$ cat config.mk
export PLATFORM = sky130hd
export DESIGN_NAME = seq_multiplier_flat
export DESIGN_NICKNAME = d
export VERILOG_FILES = /design/src/rtl/seq_multiplier_if.sv /design/src/rtl/seq_multiplier.sv /design/src/flat_wrapper.sv
export SDC_FILE = /design/constraint.sdc
export NUM_CORES = 1
export LEC_CHECK = 0
export BUFFER_PORTS_ARGS = -buffer_cell sky130_fd_sc_hd__buf_2
export CAP_MARGIN = 5
export CORE_ASPECT_RATIO = 1.2
export CORE_MARGIN = 2
export CORE_UTILIZATION = 54
export DETAILED_ROUTE_END_ITERATION = 7
export GPL_ROUTABILITY_DRIVEN = 1
export PLACE_DENSITY = 0.82
export SLEW_MARGIN = 30
export SYNTH_ARGS = -nofsm -noshare
export SYNTH_HDL_FRONTEND = slang
export SYNTH_SLANG_ARGS = --single-unit
$ cat constraint.sdc
create_clock -name clock -period 2.6 [get_ports clock]
set_clock_uncertainty 0.05 [all_clocks]
set_input_delay 0.52 -clock clock [delete_from_list [all_inputs] [get_ports clock]]
set_output_delay 0.52 -clock clock [all_outputs]
set_load 0.005 [all_outputs]
$ cat src/rtl/seq_multiplier_if.sv
// Request/response bundle between the rasterizer and seq_multiplier.
// The master drives the operands and start; the slave returns the product and valid.
interface seq_multiplier_if #(
    parameter int unsigned WIDTH = 11
);
    logic signed [WIDTH-1:0]   a;
    logic signed [WIDTH-1:0]   b;
    logic                      start;
    logic signed [2*WIDTH-1:0] c;
    logic                      valid;

    modport master (output a, output b, output start, input c, input valid);
    modport slave  (input a, input b, input start, output c, output valid);
endinterface

$ cat src/rtl/seq_multiplier.sv
// Iterative signed shift-add multiplier on sign/magnitude operands.
// Define MULT_RADIX4_EN to retire two multiplier bits per clock instead of one.
module seq_multiplier #(
    parameter int unsigned WIDTH = 11
) (
    input logic             clock,
    input logic             reset,
    seq_multiplier_if.slave mul_io
);

`ifdef MULT_RADIX4_EN
    localparam int unsigned Iters = (WIDTH + 1) / 2;
`else
    localparam int unsigned Iters = WIDTH;
`endif
    localparam int unsigned CntW = $clog2(Iters + 1);
    localparam int unsigned PW   = 2 * WIDTH;

    typedef enum logic [1:0] {StIdle, StBusy, StDone} state_e;

    state_e                 state_q, state_d;
    logic [PW-1:0]          mcand_q, mcand_d;
    logic [WIDTH-1:0]       mplier_q, mplier_d;
    logic [PW-1:0]          acc_q, acc_d;
    logic [CntW-1:0]        cnt_q, cnt_d;
    logic                   sign_q, sign_d;
    logic                   cooldown_q, cooldown_d;
    logic signed [PW-1:0]   c_q, c_d;
    logic                   valid_q, valid_d;

    logic [WIDTH-1:0]       mag_a, mag_b;
    logic [PW-1:0]          addend;
    logic [PW-1:0]          mcand_shift;
    logic [WIDTH-1:0]       mplier_shift;

    // -2^(WIDTH-1) negates to itself, which is the correct unsigned magnitude.
    always_comb begin
        mag_a = mul_io.a[WIDTH-1] ? (~mul_io.a + WIDTH'(1)) : mul_io.a;
        mag_b = mul_io.b[WIDTH-1] ? (~mul_io.b + WIDTH'(1)) : mul_io.b;
    end

`ifdef MULT_RADIX4_EN
    always_comb begin
        addend = '0;
        unique case (mplier_q[1:0])
            2'd0: addend = '0;
            2'd1: addend = mcand_q;
            2'd2: addend = mcand_q << 1;
            2'd3: addend = mcand_q + (mcand_q << 1);
        endcase
        mcand_shift  = mcand_q << 2;
        mplier_shift = mplier_q >> 2;
    end
`else
    always_comb begin
        addend       = mplier_q[0] ? mcand_q : '0;
        mcand_shift  = mcand_q << 1;
        mplier_shift = mplier_q >> 1;
    end
`endif

    always_comb begin
        state_d    = state_q;
        mcand_d    = mcand_q;
        mplier_d   = mplier_q;
        acc_d      = acc_q;
        cnt_d      = cnt_q;
        sign_d     = sign_q;
        cooldown_d = cooldown_q;
        c_d        = c_q;
        valid_d    = 1'b0;

        case (state_q)
            StIdle: begin
                // First idle cycle after a result ignores start so the requester can reload.
                if (cooldown_q) begin
                    cooldown_d = 1'b0;
                end else if (mul_io.start) begin
                    mcand_d  = {{WIDTH{1'b0}}, mag_a};
                    mplier_d = mag_b;
                    sign_d   = mul_io.a[WIDTH-1] ^ mul_io.b[WIDTH-1];
                    acc_d    = '0;
                    cnt_d    = '0;
                    state_d  = StBusy;
                end
            end
            StBusy: begin
                acc_d    = acc_q + addend;
                mcand_d  = mcand_shift;
                mplier_d = mplier_shift;
                cnt_d    = cnt_q + CntW'(1);
                if (cnt_q == CntW'(Iters - 1)) begin
                    state_d = StDone;
                end
            end
            StDone: begin
                c_d        = sign_q ? -acc_q : acc_q;
                valid_d    = 1'b1;
                cooldown_d = 1'b1;
                state_d    = StIdle;
            end
            default: state_d = StIdle;
        endcase
    end

    always_ff @(posedge clock or posedge reset) begin
        if (reset) begin
            state_q    <= StIdle;
            mcand_q    <= '0;
            mplier_q   <= '0;
            acc_q      <= '0;
            cnt_q      <= '0;
            sign_q     <= 1'b0;
            cooldown_q <= 1'b0;
            c_q        <= '0;
            valid_q    <= 1'b0;
        end else begin
            state_q    <= state_d;
            mcand_q    <= mcand_d;
            mplier_q   <= mplier_d;
            acc_q      <= acc_d;
            cnt_q      <= cnt_d;
            sign_q     <= sign_d;
            cooldown_q <= cooldown_d;
            c_q        <= c_d;
            valid_q    <= valid_d;
        end
    end

    assign mul_io.c     = c_q;
    assign mul_io.valid = valid_q;

endmodule

$ cat src/flat_wrapper.sv
// flat-port wrapper written by rule: the top's interface ports become plain ports
module seq_multiplier_flat 
#(
    parameter int unsigned WIDTH = 11
)
  (clock, reset, mul_io_a, mul_io_b, mul_io_start, mul_io_c, mul_io_valid);
  seq_multiplier_if #(.WIDTH(WIDTH)) mul_io_i ();
  input logic clock;
  input logic reset;
  input wire logic [$bits(mul_io_i.a)-1:0] mul_io_a;
  input wire logic [$bits(mul_io_i.b)-1:0] mul_io_b;
  input wire logic [$bits(mul_io_i.start)-1:0] mul_io_start;
  output wire logic [$bits(mul_io_i.c)-1:0] mul_io_c;
  output wire logic [$bits(mul_io_i.valid)-1:0] mul_io_valid;
  assign mul_io_i.a = mul_io_a;
  assign mul_io_i.b = mul_io_b;
  assign mul_io_i.start = mul_io_start;
  assign mul_io_c = mul_io_i.c;
  assign mul_io_valid = mul_io_i.valid;
  seq_multiplier #(.WIDTH(WIDTH)) u_core (.clock(clock), .reset(reset), .mul_io(mul_io_i));
endmodule
Word level (Yosys, flattened, before mapping)
Cells that the tools add are included.

Add/sub/neg operators: 5. Equal/unequal tests: 6. Mux-type cells: 22. Bitwise logic cells: 4. Reductions and logical operators: 6.

Operators with widths (count): $mux W22 (6); $pmux W22 S2 (2); $mux W11 (4); $add A11 B2 Y11 const B (2); $add A22 B22 Y22 (1); $neg A22 Y22 (1); $not A11 Y11 (2); $pmux W11 S2 (1); $reduce_and A3 Y1 (3); $mux W4 (2); $pmux W4 S2 (1); $mux W2 (3); $add A4 B1 Y4 const B (1); $eq A4 B4 Y1 const B (1); $ne A2 B2 Y1 const B (2); $pmux W2 S2 (1); $reduce_bool A2 Y1 (2); $eq A2 B1 Y1 const B (1); $eq A2 B2 Y1 const B (1); $logic_not A2 Y1 (1); $ne A2 B1 Y1 const B (1); $pmux W1 S2 (1); $mux W1 (1); $not A1 Y1 (1); $xor A1 B1 Y1 (1).

Register bits after elaboration: 86. Bits of input ports: 25. Output and inout port bits: 23. Logic and storage cells: 52.

Depth between registers and ports, before layout
Gate-level depths: netlist of the first run.

Depth in word-level cells: 6. Mapped depth: 11. Mapped depth without buffers: 11.

Worst setup path before layout of the first run
OpenSTA, ideal clock, no wires.

Kind: flip-flop to flip-flop. Start point: register u_core.acc_q[6]. End point: register u_core.c_q[19], in the netlist u_core.mul_io.c[19]. Setup time: 0.127 ns. Arrival time: 2.573 ns. Data required time: 2.423 ns. Setup slack: -0.150 ns. Cell stages (with the launch flop): 8. Buffers on the path: 0. Period minus slack after synthesis: 2.750 ns. Path through: dfrtp_1 or4_4 or3_4 or4_4 or3_4 o41ai_2 xor2_1 o21ai_1.

Longest elaborated chain between the ends: 2.

Ends and longest elaborated chain: from (decl) (RTL line seq_multiplier.sv:24) `logic [PW-1:0] acc_q, acc_d;`; from (signal assigned) (RTL line seq_multiplier.sv:111) `acc_q <= '0;`; from (signal assigned) (RTL line seq_multiplier.sv:121) `acc_q <= acc_d;`; $neg A22 Y22 (RTL line seq_multiplier.sv:97) `c_d = sign_q ? -acc_q : acc_q;`; $mux W22 (RTL line seq_multiplier.sv:97); to (signal assigned) (RTL line seq_multiplier.sv:115) `c_q <= '0;`; to (signal assigned) (RTL line seq_multiplier.sv:125) `c_q <= c_d;`; to (decl) (RTL line seq_multiplier.sv:28) `logic signed [PW-1:0] c_q, c_d;`.

No other way between the ends. A chain may end at the register's enable or synchronous reset.

Worst setup path after layout of the first run
Same ends and word-level chain as after synthesis.

==> impl_metrics.json, run 1 <==
{
  "grt_pass1_vias": 4655,
  "dp_worst_setup_slack_ns": -0.1956,
  "synth_area_leader_cell": "dfrtp_1",
  "fmax_mhz": 356.9,
  "critical_path_class": "reg2reg",
  "synth_seq_area_share_pct": 41.31,
  "grt_pass1_wl_um": 21180,
  "synth_seq_cells": 86,
  "cts_num_sinks": 86,
  "core_area_um2": 9467,
  "path_clk_slew_ns": 0.06,
  "critPathLaunchType": "flop",
  "fp-row-count": 39,
  "synth_edf_count": 0,
  "placed_cells_incl_taps": 784,
  "synth-warning-count": 0,
  "hold_violations": 0,
  "powerDensity_nw_per_um2": 1050,
  "path_cells": "or4_4, or3_4, or4_4, or3_4, o41ai_4, xor2_1, o21ai_1",
  "total_power_w": 0.007120,
  "synth_area_leaders": "dfrtp_1, o21ai_0, xor2_1, ha_1, nand2_1",
  "postCtsHoldBufs": 0,
  "ys.flop_type": "dfrtp_1",
  "portBuffers": 47,
  "clk_latency_ns": 0.34,
  "arrival_ns": 2.95,
  "final_cell_mix": "dfrtp_1, nand2_1, buf_4, o21ai_0, buf_2",
  "setup_tns_ns": -0.9426,
  "grt_max_degree": 46,
  "wl_um": 13850,
  "viasPerCell": 5.981,
  "placed_cell_area_um2": 6026,
  "setup_viol": 11,
  "dpl.hpwl_um": 9094,
  "slowest_delay_ns": 0.54,
  "nets": 734,
  "gp_congestion": 1.002,
  "grt_usage_pct": 25.26,
  "crit_slowest_cell": "or4_4",
  "synth.avg_cell_area_um2": 9.029,
  "peakVddDrop_mv": 0.4218,
  "root_buffer": "clkbuf_16",
  "reg2reg_slack_ns": -0.20,
  "netlist_area_um2": 5210,
  "antenna_found_initial": 0,
  "synthArstFlopShare_pct": 100.0,
  "rsz0062_at_grt": "yes",
  "crit_path_max_fanout": 3,
  "min_path_type": "in2async",
  "layout_commonest_cell": "dfrtp_1",
  "die_y_um": 111.6,
  "wl_per_cell_um": 17.12,
  "vias": 4839,
  "power.leakage_nw": 3.157,
  "cts_made_buffers": 9,
  "worst_slack_ns": -0.2016,
  "relSlewSlack_pct": 39.13,
  "grt.overflow.total": 0,
  "clockBufferDepth": 2,
  "cts_max_level": 3,
  "cp-end-kind": "flop",
  "drc": 0,
  "postSynthCellCount": 577,
  "synth_cell_types": 47,
  "worstMarginPinSlew_ns": 0.9131,
  "cap_viol_max_count": 0,
  "cp_top_family": "simple AND/OR/NAND/NOR gates",
  "synth_top_area_share_pct": 41.31,
  "syn2layout_area_growth_pct": 30.19,
  "drive_gt1_share_pct": 29.01,
  "syn_nets": 629,
  "period_share_pct": 107.8,
  "violations": "negative setup slack",
  "first_pass_iters": 8,
  "required_ns": 2.75,
  "drt_iter0_drc": 238,
  "num_antenna_cells": 0,
  "start_util_pct": 55.04,
  "slew_violations": 0,
  "ios": 48,
  "stdcell_count": 809,
  "ant_nets": 0,
  "crit_buf_inv": 0,
  "die_x_um": 93.67,
  "dieArea_um2": 10450,
  "final_area_um2": 6783,
  "status": "complete, but fails checks",
  "min_period_ns": 2.802,
  "cts_tree": "done"
}
[cell usage after synthesis, types with 2 or more instances]
cell type / n
dfrtp_1: 86
o41ai_1: 3
xor2_1: 38
a31oi_1: 5
a22oi_1: 16
buf_1: 2
a32o_1: 3
nor2_1: 16
a221o_1: 3
a21oi_1: 26
a221oi_1: 2
o21a_1: 3
clkbuf_1: 27
a21o_1: 10
o31ai_1: 16
nand4_1: 7
a211o_1: 2
or4_4: 2
or3_4: 2
nand2_1: 80
and2_1: 21
nor3_1: 8
o21ai_0: 75
o211ai_1: 2
nand3_1: 9
nor4_1: 2
and3_1: 4
mux2i_1: 3
nor2b_1: 3
a22o_1: 12
or3_1: 8
xnor2_1: 9
a31o_2: 2
inv_1: 19
o21ai_1: 2
nand2b_1: 7
o21bai_1: 3
ha_1: 26
or4_1: 5
[layer usage]
layer	wire (um)	track usage (%)	vias up	part of all wire, %
met5	0	0	-	0
met1	5444	30.85	2316	39
met3	593	2.842	58	4.3
li1	-	-	2290	-
met4	650	10.34	0	4.7
met2	7160	44.99	175	52
[cells by family (layout without fill, tap and decap cells)]
group	Yosys count	after routing	synth area share, %
buf+inv	48	157	3.458
compound gates	192	192	23.75
simple gates	174	174	16.38
xor+xnor	47	47	7.901
mux	3	3	0.5764
flops	86	86	41.31
fa+ha+maj	27	27	6.628
[through the flow]
step | hold WS [ns] | util, %
floorplan | 0.3916 | -
global placement | 0.4058 | 63.65
detailed placement | 0.4150 | 63.65
CTS | 0.2214 | 68.72
global route | 0.2511 | 71.65
finish | 0.1994 | 71.65
[flip-flops by register name (all words and copies together) (netlist names)]
name,count
u_core.cooldown_q,1
u_core.mcand_q,22
u_core.mul_io.c,22
u_core.state_q,2
u_core.cnt_q,4
u_core.acc_q,22
u_core.mul_io.valid,1
u_core.mplier_q,11
u_core.sign_q,1
[final timing paths]
path,start,to,cells after the start
worst max-delay path,u_core.acc_q[6],u_core.mul_io.c[19],7
max in group asynchronous,reset,u_core.acc_q[6],3
worst min-delay path,reset,u_core.mul_io.c[2],2
min in group clock,u_core.mul_io.c[14],u_core.mul_io.c[14],2
worst min register to register,u_core.mul_io.c[14],u_core.mul_io.c[14],2
worst max register to register,u_core.acc_q[6],u_core.mul_io.c[19],7
[power by group]
group	internal [W]	leakage [nW]	switching [W]	total [W]
sequential	0.00188	1.08	0.000506	0.00238
clock	0.000864	0.153	0.000497	0.00136
combinational	0.00162	1.92	0.00176	0.00337
[repair_timing]
item	in CTS	in global routing
hold endpoints to repair	0	0
resized for setup	28	50
pin swaps	12	25
setup endpoints to repair	16	20
setup buffers	3	6
cloned	0	1
[layout make-up]
class / instances / area (um2)
well taps: 123 / 153.9
multi-input cells: 443 / 3243
clock inverters: 3 / 68.82
repair buffers: 123 / 842.1
clock buffers: 12 / 246.5
flip-flops and latches: 86 / 2153
fillers: 687 / 2684
inverters: 19 / 75.07
(Power assumes the default switching activity.)
==> inputs of run 2 (changes only) <==
- CELL_PAD_IN_SITES_DETAIL_PLACEMENT: not set -> 0
- CELL_PAD_IN_SITES_GLOBAL_PLACEMENT: not set -> 1
- CORE_UTILIZATION: 54 -> 42
- PLACE_DENSITY: 0.82 -> 0.83
==> run 2 against run 1 <==
Against the previous run:
- the flow still finishes with violations (negative setup slack)
- highest routed layer unchanged
- clock power decreased by 12%
- sequential share of layout area decreased by 0.21 points
- sequential power hardly changed
- setup slack worse by 0.038 ns
- global-route usage decreased by 6.3 points
- die area is 27% higher
- non-clock buffer count is 5 higher
- combinational power down 2%
- largest power group unchanged
- final cell count is 5.2% higher
- maximum frequency decreased by 1.3%
- wire length fell by 11%
==> impl_metrics.json, run 2 (synthesis results as in run 1) <==
{
  "drc": 0,
  "ant_nets": 0,
  "nets": 739,
  "powerDensity_nw_per_um2": 1006,
  "final_cell_mix": "dfrtp_1, nand2_1, buf_4, o21ai_0, buf_2",
  "placed_cells_incl_taps": 829,
  "dp_worst_setup_slack_ns": -0.2214,
  "min_path_type": "in2async",
  "clockBufferDepth": 2,
  "cts_num_sinks": 86,
  "cts_max_level": 3,
  "vias": 4538,
  "dpl.hpwl_um": 9105,
  "crit_path_max_fanout": 3,
  "path_cells": "or4_4, or3_4, or4_4, or3_4, o31ai_4, xor2_1, o21ai_1",
  "die_y_um": 126.0,
  "top_layer_used": "met4",
  "worst_slack_ns": -0.2393,
  "syn2layout_area_growth_pct": 31.05,
  "grt_usage_pct": 18.94,
  "violations": "negative setup slack",
  "reg2reg_slack_ns": -0.24,
  "cts_made_buffers": 9,
  "hold_ws_ns": 0.2799,
  "layout_commonest_cell": "dfrtp_1",
  "portBuffers": 47,
  "clk_latency_ns": 0.34,
  "regToRegStartpoint": "u_core.acc_q[6]",
  "period_share_pct": 109.2,
  "critPathLaunchType": "flop",
  "grt_pass1_wl_um": 20720,
  "wl_um": 12270,
  "required_ns": 2.76,
  "fp-row-count": 44,
  "status": "complete, but fails checks",
  "ios": 48,
  "critical_path_class": "reg2reg",
  "slew_violations": 0,
  "root_buffer": "clkbuf_16",
  "drt_iter0_drc": 154,
  "wl_per_cell_um": 14.42,
  "min_period_ns": 2.839,
  "cap_viol_max_count": 0,
  "placed_cell_area_um2": 6101,
  "start_util_pct": 43.02,
  "grt_max_degree": 47,
  "worstMarginPinSlew_ns": 1.033,
  "relSlewSlack_pct": 31.14,
  "postCtsHoldBufs": 0,
  "r2r_cells": 7,
  "crit_buf_inv": 0,
  "hold_violations": 0,
  "num_antenna_cells": 0,
  "wirelength_met1_um": 5620,
  "crit_slowest_cell": "or4_4",
  "slowest_delay_ns": 0.54,
  "power.leakage_nw": 3.151,
  "drive_gt1_share_pct": 28.99,
  "die_x_um": 105.7,
  "core_area_um2": 12110,
  "setup_viol": 6,
  "route.met3.wl_um": 343,
  "stdcell_count": 851,
  "arrival_ns": 3.00,
  "met2WireLength_um": 6108,
  "grt.overflow.total": 0,
  "cts_tree": "done",
  "antenna_found_initial": 0,
  "fmax_mhz": 352.2,
  "viasPerCell": 5.333,
  "cp_top_family": "simple AND/OR/NAND/NOR gates",
  "cp-end-kind": "flop",
  "rsz0062_at_grt": "yes",
  "gp_congestion": 0.9162,
  "path_clk_slew_ns": 0.06,
  "fillers": 1095,
  "total_power_w": 0.006867,
  "grt_pass1_vias": 4416,
  "first_pass_iters": 4,
  "dieArea_um2": 13310,
  "final_area_um2": 6828,
  "rr_endpoint": "u_core.mul_io.c[21]",
  "peakVddDrop_mv": 0.4093
}
## run 2: how the worst max path moves through the flow
stage | from | end | slack, ns | cells past startpoint
finish | u_core.acc_q[6] | u_core.mul_io.c[21] | -0.24 | 7
global route | u_core.acc_q[6] | u_core.mul_io.c[19] | -0.32 | 7
CTS | u_core.acc_q[6] | u_core.mul_io.c[19] | -0.21 | 7
detailed placement | u_core.mplier_q[0] | u_core.acc_q[20] | -0.22 | 11
global placement | u_core.mplier_q[0] | u_core.acc_q[16] | -0.16 | 11
floorplan | u_core.acc_q[6] | u_core.mul_io.c[19] | -0.15 | 7
## run 2: per-layer routing
layer	GRT usage (%)	vias to the layer above
met5	0	-
met4	6.269	0
met3	2.174	13
met2	32.30	81
met1	25.11	2146
li1	-	2298
## run 2: power breakdown
| part | leakage [nW] | switching [W] | internal (W) |
|---|---|---|---|
| logic | 1.94 | 0.00167 | 0.00163 |
| registers | 1.08 | 0.000479 | 0.00188 |
| clock network | 0.132 | 0.000473 | 0.000732 |
## run 2: stage by stage
step	setup TNS (ns)	util, %
2_1_floorplan	-0.5403	-
3_3_place_gp	-1.254	50.37
3_5_place_dp	-1.882	50.37
4_1_cts	-0.7612	54.14
5_1_grt	-1.388	56.37
6_report	-0.7854	56.37
## run 2: timing repair
item,CTS,global route
setup endpoints to repair,17,18
buffers inserted,3,5
pin swaps,13,28
gates resized for setup,31,44
## run 2: cell type report
cell class / count / area (um2) / share of cell area, %
Multi-Input combinational cell: 443 / 3268 / 47.87
Timing Repair Buffer: 128 / 858.3 / 12.57
Clock inverter: 2 / 35.03 / 0.5131
Clock buffer: 12 / 236.5 / 3.463
Tap cell: 161 / 201.4 / 2.950
Sequential cell: 86 / 2153 / 31.54
Inverter: 19 / 75.07 / 1.100
## run 2: worst min-delay path, stage by stage
cell	delay, ns
buf_2	0.11
clkinvlp_4	0.06
buf_4	0.42
